===== src/rtl/neureka_streamout_packer_pkg.sv =====
// Shared types for the streamout packer: latched tile config, status flags and FSM states.
package neureka_streamout_packer_pkg;

    localparam int unsigned PKG_PE_H = 6;
    localparam int unsigned PKG_PE_W = 6;
    localparam int unsigned PKG_DW   = 256;
    localparam int unsigned PKG_AW   = 32;
    localparam int unsigned PKG_HV_W = $clog2(PKG_PE_H + 1);
    localparam int unsigned PKG_WV_W = $clog2(PKG_PE_W + 1);
    localparam int unsigned PKG_KB_W = $clog2(PKG_DW / 8) + 1;

    typedef struct packed {
        logic [PKG_AW-1:0]   base;
        logic [PKG_AW-1:0]   hstride;
        logic [PKG_AW-1:0]   wstride;
        logic [PKG_HV_W-1:0] hvalid;
        logic [PKG_WV_W-1:0] wvalid;
        logic [PKG_KB_W-1:0] kbytes;
    } ctrl_streamout_packer_t;

    typedef struct packed {
        logic busy;
        logic done;
    } flags_streamout_packer_t;

    typedef enum logic [1:0] {
        StIdle  = 2'd0,
        StRun   = 2'd1,
        StDrain = 2'd2
    } packer_state_e;

endpackage


===== src/rtl/neureka_packer_fifo.sv =====
// Two-entry registered FIFO; push and pop in the same cycle are allowed even when full.
module neureka_packer_fifo #(
    parameter int unsigned WIDTH = 8
) (
    input  logic             clk_i,
    input  logic             rst_i,
    input  logic             push_i,
    input  logic             pop_i,
    input  logic [WIDTH-1:0] wdata_i,
    output logic [WIDTH-1:0] rdata_o,
    output logic             full_o,
    output logic             empty_o
);

    logic [WIDTH-1:0] mem_q [2];
    logic             wr_ptr_q;
    logic             rd_ptr_q;
    logic [1:0]       cnt_q;
    logic             do_push;
    logic             do_pop;

    assign full_o  = (cnt_q == 2'd2);
    assign empty_o = (cnt_q == 2'd0);
    assign do_pop  = pop_i && !empty_o;
    // A full FIFO can only take a word if the head leaves on the same edge.
    assign do_push = push_i && (!full_o || do_pop);
    assign rdata_o = mem_q[rd_ptr_q];

    // Storage, pointers and occupancy.
    always_ff @(posedge clk_i) begin
        if (rst_i) begin
            mem_q[0] <= '0;
            mem_q[1] <= '0;
            wr_ptr_q <= 1'b0;
            rd_ptr_q <= 1'b0;
            cnt_q    <= 2'd0;
        end else begin
            if (do_push) begin
                mem_q[wr_ptr_q] <= wdata_i;
                wr_ptr_q        <= ~wr_ptr_q;
            end
            if (do_pop) begin
                rd_ptr_q <= ~rd_ptr_q;
            end
            cnt_q <= cnt_q + {1'b0, do_push} - {1'b0, do_pop};
        end
    end

endmodule


===== src/rtl/neureka_streamout_packer.sv =====
// Streamout packer: drops out-of-tile PE words, masks strobes to Kout and tags each kept word
// with its TCDM byte address, computed with running row/column pointers.
module neureka_streamout_packer
    import neureka_streamout_packer_pkg::*;
#(
    parameter int unsigned PE_H = 6,
    parameter int unsigned PE_W = 6,
    parameter int unsigned DW   = 256,
    parameter int unsigned AW   = 32
) (
    input  logic                         clk_i,
    input  logic                         rst_i,
    input  logic                         start_i,
    input  logic [AW-1:0]                cfg_base_i,
    input  logic [AW-1:0]                cfg_hstride_i,
    input  logic [AW-1:0]                cfg_wstride_i,
    input  logic [$clog2(PE_H+1)-1:0]    cfg_hvalid_i,
    input  logic [$clog2(PE_W+1)-1:0]    cfg_wvalid_i,
    input  logic [$clog2(DW/8):0]        cfg_kbytes_i,
    input  logic [DW-1:0]                in_data_i,
    input  logic [DW/8-1:0]              in_strb_i,
    input  logic                         in_valid_i,
    output logic                         in_ready_o,
    output logic [DW-1:0]                out_data_o,
    output logic [DW/8-1:0]              out_strb_o,
    output logic [AW-1:0]                out_addr_o,
    output logic                         out_valid_o,
    input  logic                         out_ready_i,
    output logic                         busy_o,
    output logic                         done_o
);

    localparam int unsigned HV_W = $clog2(PE_H + 1);
    localparam int unsigned WV_W = $clog2(PE_W + 1);
    localparam int unsigned KB_W = $clog2(DW / 8) + 1;
    localparam int unsigned SW   = DW / 8;
    localparam int unsigned FW   = DW + SW + AW;

    packer_state_e           state_q, state_d;
    ctrl_streamout_packer_t  cfg_q, cfg_d;
    flags_streamout_packer_t flags;
    logic [HV_W-1:0]         h_q, h_d;
    logic [WV_W-1:0]         w_q, w_d;
    logic [AW-1:0]           row_q, row_d;
    logic [AW-1:0]           col_q, col_d;
    logic                    done_q, done_d;

    logic [HV_W-1:0]         h_lim;
    logic [WV_W-1:0]         w_lim;
    logic [SW-1:0]           strb_mask;
    logic                    keep;
    logic                    w_wrap;
    logic                    last_word;
    logic                    in_ready;
    logic                    fifo_push;
    logic                    fifo_pop;
    logic                    fifo_full;
    logic                    fifo_empty;
    logic [FW-1:0]           fifo_rdata;

    // Zero in the valid-count fields means the full PE array.
    assign h_lim     = (cfg_q.hvalid == '0) ? HV_W'(PE_H) : cfg_q.hvalid;
    assign w_lim     = (cfg_q.wvalid == '0) ? WV_W'(PE_W) : cfg_q.wvalid;
    assign keep      = (h_q < h_lim) && (w_q < w_lim);
    assign w_wrap    = (w_q == WV_W'(PE_W - 1));
    assign last_word = w_wrap && (h_q == HV_W'(PE_H - 1));

    // Byte-lane mask for the valid Kout channels.
    always_comb begin
        strb_mask = '0;
        for (int i = 0; i < int'(SW); i++) begin
            strb_mask[i] = (cfg_q.kbytes == '0) || (KB_W'(i) < cfg_q.kbytes);
        end
    end

    // Next-state: FSM, config latch, PE counters and address accumulators.
    always_comb begin
        state_d   = state_q;
        cfg_d     = cfg_q;
        h_d       = h_q;
        w_d       = w_q;
        row_d     = row_q;
        col_d     = col_q;
        done_d    = 1'b0;
        in_ready  = 1'b0;
        fifo_push = 1'b0;
        unique case (state_q)
            StIdle: begin
                if (start_i) begin
                    state_d       = StRun;
                    cfg_d.base    = cfg_base_i;
                    cfg_d.hstride = cfg_hstride_i;
                    cfg_d.wstride = cfg_wstride_i;
                    cfg_d.hvalid  = cfg_hvalid_i;
                    cfg_d.wvalid  = cfg_wvalid_i;
                    cfg_d.kbytes  = cfg_kbytes_i;
                    h_d           = '0;
                    w_d           = '0;
                    row_d         = cfg_base_i;
                    col_d         = cfg_base_i;
                end
            end
            StRun: begin
                // Dropped words never wait on the FIFO.
                in_ready = !keep || !fifo_full;
                if (in_valid_i && in_ready) begin
                    fifo_push = keep;
                    if (w_wrap) begin
                        w_d   = '0;
                        h_d   = h_q + HV_W'(1);
                        row_d = row_q + cfg_q.hstride;
                        col_d = row_q + cfg_q.hstride;
                    end else begin
                        w_d   = w_q + WV_W'(1);
                        col_d = col_q + cfg_q.wstride;
                    end
                    if (last_word) begin
                        state_d = StDrain;
                        h_d     = '0;
                    end
                end
            end
            StDrain: begin
                if (fifo_empty) begin
                    state_d = StIdle;
                    done_d  = 1'b1;
                end
            end
            default: state_d = StIdle;
        endcase
    end

    // State registers.
    always_ff @(posedge clk_i) begin
        if (rst_i) begin
            state_q <= StIdle;
            cfg_q   <= '0;
            h_q     <= '0;
            w_q     <= '0;
            row_q   <= '0;
            col_q   <= '0;
            done_q  <= 1'b0;
        end else begin
            state_q <= state_d;
            cfg_q   <= cfg_d;
            h_q     <= h_d;
            w_q     <= w_d;
            row_q   <= row_d;
            col_q   <= col_d;
            done_q  <= done_d;
        end
    end

    assign fifo_pop = !fifo_empty && out_ready_i;

    neureka_packer_fifo #(
        .WIDTH (FW)
    ) u_fifo (
        .clk_i   (clk_i),
        .rst_i   (rst_i),
        .push_i  (fifo_push),
        .pop_i   (fifo_pop),
        .wdata_i ({in_data_i, in_strb_i & strb_mask, col_q}),
        .rdata_o (fifo_rdata),
        .full_o  (fifo_full),
        .empty_o (fifo_empty)
    );

    assign {out_data_o, out_strb_o, out_addr_o} = fifo_rdata;
    assign out_valid_o = !fifo_empty;
    assign in_ready_o  = in_ready;

    assign flags.busy = (state_q != StIdle);
    assign flags.done = done_q;
    assign busy_o     = flags.busy;
    assign done_o     = flags.done;

endmodule

===== config.mk =====
export PLATFORM = sky130hd
export DESIGN_NAME = neureka_streamout_packer
export DESIGN_NICKNAME = d
export VERILOG_FILES = /design/src/rtl/neureka_streamout_packer_pkg.sv /design/src/rtl/neureka_packer_fifo.sv /design/src/rtl/neureka_streamout_packer.sv
export SDC_FILE = /design/constraint.sdc
export NUM_CORES = 1
export LEC_CHECK = 0
export ABC_AREA = 1
export CAP_MARGIN = 20
export CORE_MARGIN = 3
export CORE_UTILIZATION = 40
export CTS_CLUSTER_DIAMETER = 200
export DETAILED_ROUTE_END_ITERATION = 8
export SYNTH_ARGS = -nofsm -noshare
export SYNTH_HDL_FRONTEND = slang
export SYNTH_SLANG_ARGS = --single-unit

===== constraint.sdc =====
create_clock -name clk_i -period 32.3 [get_ports clk_i]
set_input_delay 3.23 -clock clk_i [delete_from_list [all_inputs] [get_ports clk_i]]
set_output_delay 3.23 -clock clk_i [all_outputs]
set_load 0.1 [all_outputs]

# [After elaboration in Yosys (flattened, before gate mapping)]
# Memory sizes are Yosys's and may differ from the RTL's. A register that Yosys moved wholly into a read port is not among the register bits.
# Cells that the tools add are included.
[totals] elab_cells=163 mem_count=1 output_inout_bits=324 regBits=153 mem_bits_rw=640 in_bits=401
[classes] add_sub_neg=6 n_bitwise=4 mux=36 reduce_logical=57 n_lt_le_gt_ge=34 n_eq_ne=11
[mem_list] name="u_fifo.mem_q" depth=2 word_bits=320 read_ports=1 rd_ports_with_merged_regs=1 wr=2 line="neureka_packer_fifo.sv:15" text="logic [WIDTH-1:0] mem_q [2];"
[op_table] op="2-to-1 mux 320 bit" n=1
[op_table] op="OR reduction 320 bit" n=1
[op_table] op="2-to-1 mux 32 bit" n=5
[op_table] op="case mux 32 bit (2 select lines)" n=2
[op_table] op="less-than comparator 5 x 6 -> 1 bit, first input constant" n=16
[op_table] op="adder 32 bit" n=2
[op_table] op="less-than comparator 4 x 6 -> 1 bit, first input constant" n=8
[op_table] op="logical OR 1 bit" n=34
[op_table] op="AND 32 bit" n=1
[op_table] op="less-than comparator 3 x 6 -> 1 bit, first input constant" n=4
[op_table] op="2-to-1 mux 3 bit" n=8
[op_table] op="2-to-1 mux 1 bit" n=13
[op_table] op="less-than comparator 1 x 6 -> 1 bit, first input constant" n=2
[op_table] op="less-than comparator 2 x 6 -> 1 bit, first input constant" n=2
[op_table] op="case mux 3 bit (2 select lines)" n=2
[op_table] op="AND reduction 4 bit" n=3
[op_table] op="2-to-1 mux 2 bit" n=4
[op_table] op="inequality test 2 bit, second input constant" n=4
[op_table] op="adder 3 x 1 -> 3 bit, second input constant" n=2
[op_table] op="equality test 3 bit, second input constant" n=2
[op_table] op="logical AND 1 bit" n=6
[op_table] op="logical NOT 3 bit" n=2
[op_table] op="logical NOT 6 bit" n=1
[op_table] op="less-than comparator 3 bit" n=2
[op_table] op="14 further kinds" n=21

# [Logic depth before layout (Yosys ltp)]
[logic_depth] depth_word=15 ltp_mapped=18 mapped_depth_nobuf=17

# [By module]
# Synthesis repeated with hierarchy kept, for this count alone.
[hier_totals] hier_cells=4042 hier_area_um2=38948.6
[modules_own_cells] mod="neureka_packer_fifo" n_inst=1 area_per_inst_um2=27513.9 cells_per_inst=2068
[modules_own_cells] mod="neureka_streamout_packer" n_inst=1 area_per_inst_um2=11434.7 cells_per_inst=1974

# [Least setup slack after synthesis]
# Ideal clock, no wire load.
[synth_path] kind="input-to-reg" start="input in_valid_i" end="memory u_fifo.mem_q[0][0] (netlist bit), enable pin" path_stages=2 setup_ns=1.445 path_slack_ns=5.219 arrival_time_ns=25.636 cell_sequence="nand4_4 > o21ai_0"
[synth_rtl] item="start, declared" line="neureka_streamout_packer.sv:22" text="input logic in_valid_i,"
[synth_rtl] item="end, declared" line="neureka_packer_fifo.sv:15"

==> out/metrics.yaml <==
yosys:
  ys.flop_type: "edfxtp_1"
  synth-compound-area-share: 0.0432
  synth_edf_count: 640
  synth_cells: 3895
  synth_adder_area_share: 0.0237
  syn_nets: 4367
  ys_ff_latch: 794
  avgSynthCellArea_um2: 9.78
  ys_seq_area_frac: 0.585
  synth_top_family_by_area: "simple AND/OR/NAND/NOR gates"
  async_flop_share: 0
  synthMuxAreaShare: 0.0946
  synthSimpleGateAreaFrac: 0.174
  yosys_warnings: 0
  netlist_area_um2: 38100
  synth_cell_types: 42
  synth_xor_area_frac: 0.00345
layout:
  syn_to_final_growth_pct: 29.9
  final_common_cell: "nor2_1"
  multiInputGateArea_um2: 13000
  nFillCells: 8607
  final_cell_mix: "nor2_1, clkdlybuf4s50_1, edfxtp_1"
  ff_latch_area_um2: 22300
  fin_nets: 5049
  drive_gt1_frac: 0.113
pwr:
  vdd_drop_max_v: 0.0000641
  leakage_nw: 21.2
  total_power_mw: 3.64
  p_per_area_nw_per_um2: 73.5
critical_path:
  max_stage_delay_ns: 1.18
  criticalPathCategory: "reg -> out"
  critPathCaptureType: "primary output"
  cp_common_cell: "buf_4"
  crit_path_cell_trace: "buf_4, buf_4, mux2_2, clkdlybuf4s50_1"
  critPathMaxFanout: 85
  reg2reg_depth: 13
  critPathSlowestCell: "clkdlybuf4s50_1"
  critPathArrivalTime_ns: 4.66
  startpoint_type: "register"
  required_ns: 29.07
hold_path:
  hold_depth: 2
  hp-class: "reg -> reg"
timing:
  fin_tns_setup_ns: 0
  fin_crit_sh: 0.244
  hold_slack_ns: 0.453
  rsz0062_at_grt: "false"
  skew_ns: 0.0244
  postLayoutSetupSlackWorst_ns: 24.41
  final-hold-violation-count: 0
  min_period_ns: 7.89
  slew_viol_final: 0
  worstMarginPinSlew_ns: 1.21
  max_freq_mhz: 127
  setup_viol_count_final: 0
  slew_headroom: 0.191
clock_network:
  htreeDepth: 3
  cts_setup_buffers: 0
  cts.sinks: 794
  cts_hold_buf: 0
  cts_buffers: 88
  cts_tree: "built"
  cts_resized: 0
  clk_latency_ns: 0.66
  cts_root_buffer: "clkbuf_16"
  clk_pin_slew_worst_paths_ns: 0.06
  cts_max_path_buffers: 3
global_route:
  grt_overflow_total: 0
  grt.total_usage: 0.260
  grt_pass1_wl_um: 190000
  grt_max_degree: 176
  antenna_found_initial: 39
  grt_pass1_vias: 28900
placed_design:
  routabilityCongestion: 0.922
  pre_cts_ws_ns: 24.62
  dp_hpwl_um: 96900
  port_buffers: 724
drt:
  vias: 29700
  wl_per_cell_um: 22.4
  ant_nets: 0
  drc: 0
  drtIter0Drc: 2749
  dr.pass1.iters: 5
  routed_wl_um: 133000
  viasPerCell: 5.01
floorplan:
  dieArea_um2: 99000
  num_rows: 112
  die_x_um: 315
  start_util: 0.406
  core-area_um2: 93900
  num_io_pins: 725
  fp.dieH_um: 315
run:
  cap_violations: 0
status:
  status: "finished, final reports clean"
-- flip-flops by register name, summed over array words and instances (netlist names), named ones only --
signal,count
u_fifo.mem_q,640
cfg_q,76
col_q,32
row_q,32
h_q,3
w_q,3
state_q,2
u_fifo.cnt_q,2
done_o,1
u_fifo.rd_ptr_q,1
u_fifo.wr_ptr_q,1
-- worst paths after layout --
| check | from | to | slack [ns] |
|---|---|---|---|
| max | register | out_strb_o[14] | 24.41 |
| min | row_q[5]$_SDFFE_PP0P_ | row_q[5]$_SDFFE_PP0P_ | 0.45 |
| max reg2reg | cfg_q[6]$_SDFFE_PP0P_ | u_fifo.mem_q[1][120]$_SDFFCE_PN0P_ | 27.28 |
| min reg2reg | row_q[5]$_SDFFE_PP0P_ | row_q[5]$_SDFFE_PP0P_ | 0.45 |
-- through the flow --
step | cells | instance area, um^2 | utilization
floorplan | 3895 | 38100 | -
global placement | 5733 | 46300 | 0.493
detailed placement | 5736 | 46400 | 0.494
CTS | 5897 | 49300 | 0.525
global route | 5929 | 49500 | 0.527
finish | 5932 | 49500 | 0.527
-- layout make-up --
cell class | instances | area share
sequential | 794 | 0.451
clock buffer | 117 | 0.0486
clock inverter | 44 | 0.0104
timing repair buffer | 753 | 0.154
multi-input combinational | 2395 | 0.262
inverter | 545 | 0.0414
tap | 1254 | 0.0317
antenna | 30 | 0.00152
-- Yosys cell counts, drive strengths merged (3+ instances only) --
master	count	area (um^2)
nor2	954	3600
edfxtp	640	19200
inv	544	2040
nand2	536	2030
mux2	320	3600
o21ai	173	866
dfxtp	154	3080
nand3	133	671
a21oi	101	505
buf	85	549
clkbuf	76	285
ha	69	863
nor3	16	80.1
o21bai	13	97.6
nand4	11	83.8
or2	11	68.8
nand3b	10	75.1
o211ai	9	67.6
xor2	8	70.1
a31oi	7	43.8
xnor2	7	61.3
a211oi	3	22.5
-- per-layer routing --
metal | global-route usage | share of wire | up-vias
met5 | 0 | 0.00063 | -
met1 | 0.322 | 0.40 | 14300
met2 | 0.427 | 0.48 | 985
met4 | 0.129 | 0.048 | 12
met3 | 0.0606 | 0.071 | 266
li1 | - | - | 14100
-- report_power, final --
part | leakage (nW) | total [mW] | internal [mW] | switching (mW)
sequential | 7.92 | 1.23 | 1.18 | 0.0439
clock | 1.44 | 1.02 | 0.606 | 0.418
combinational | 11.9 | 1.39 | 0.365 | 1.02
total | 21.2 | 3.64 | 2.15 | 1.48
-- logic make-up (layout without fill, tap and decap cells) --
logic type	count (synthesis)	in the layout
compound gates	312	312
xor+xnor	15	15
fa+ha+maj	71	71
buf+inv	706	1459
flops	794	794
mux	320	320
other cells	0	30
simple gates	1677	1677
-- critical path: cells and delay by family, from the launching register on --
| family | cells | cell delay [ns] |
|---|---|---|
| buf+inv | 3 | 2.82 |
| mux | 1 | 0.31 |
| flops | 1 | 0.66 |
(Power assumes the default switching activity.)
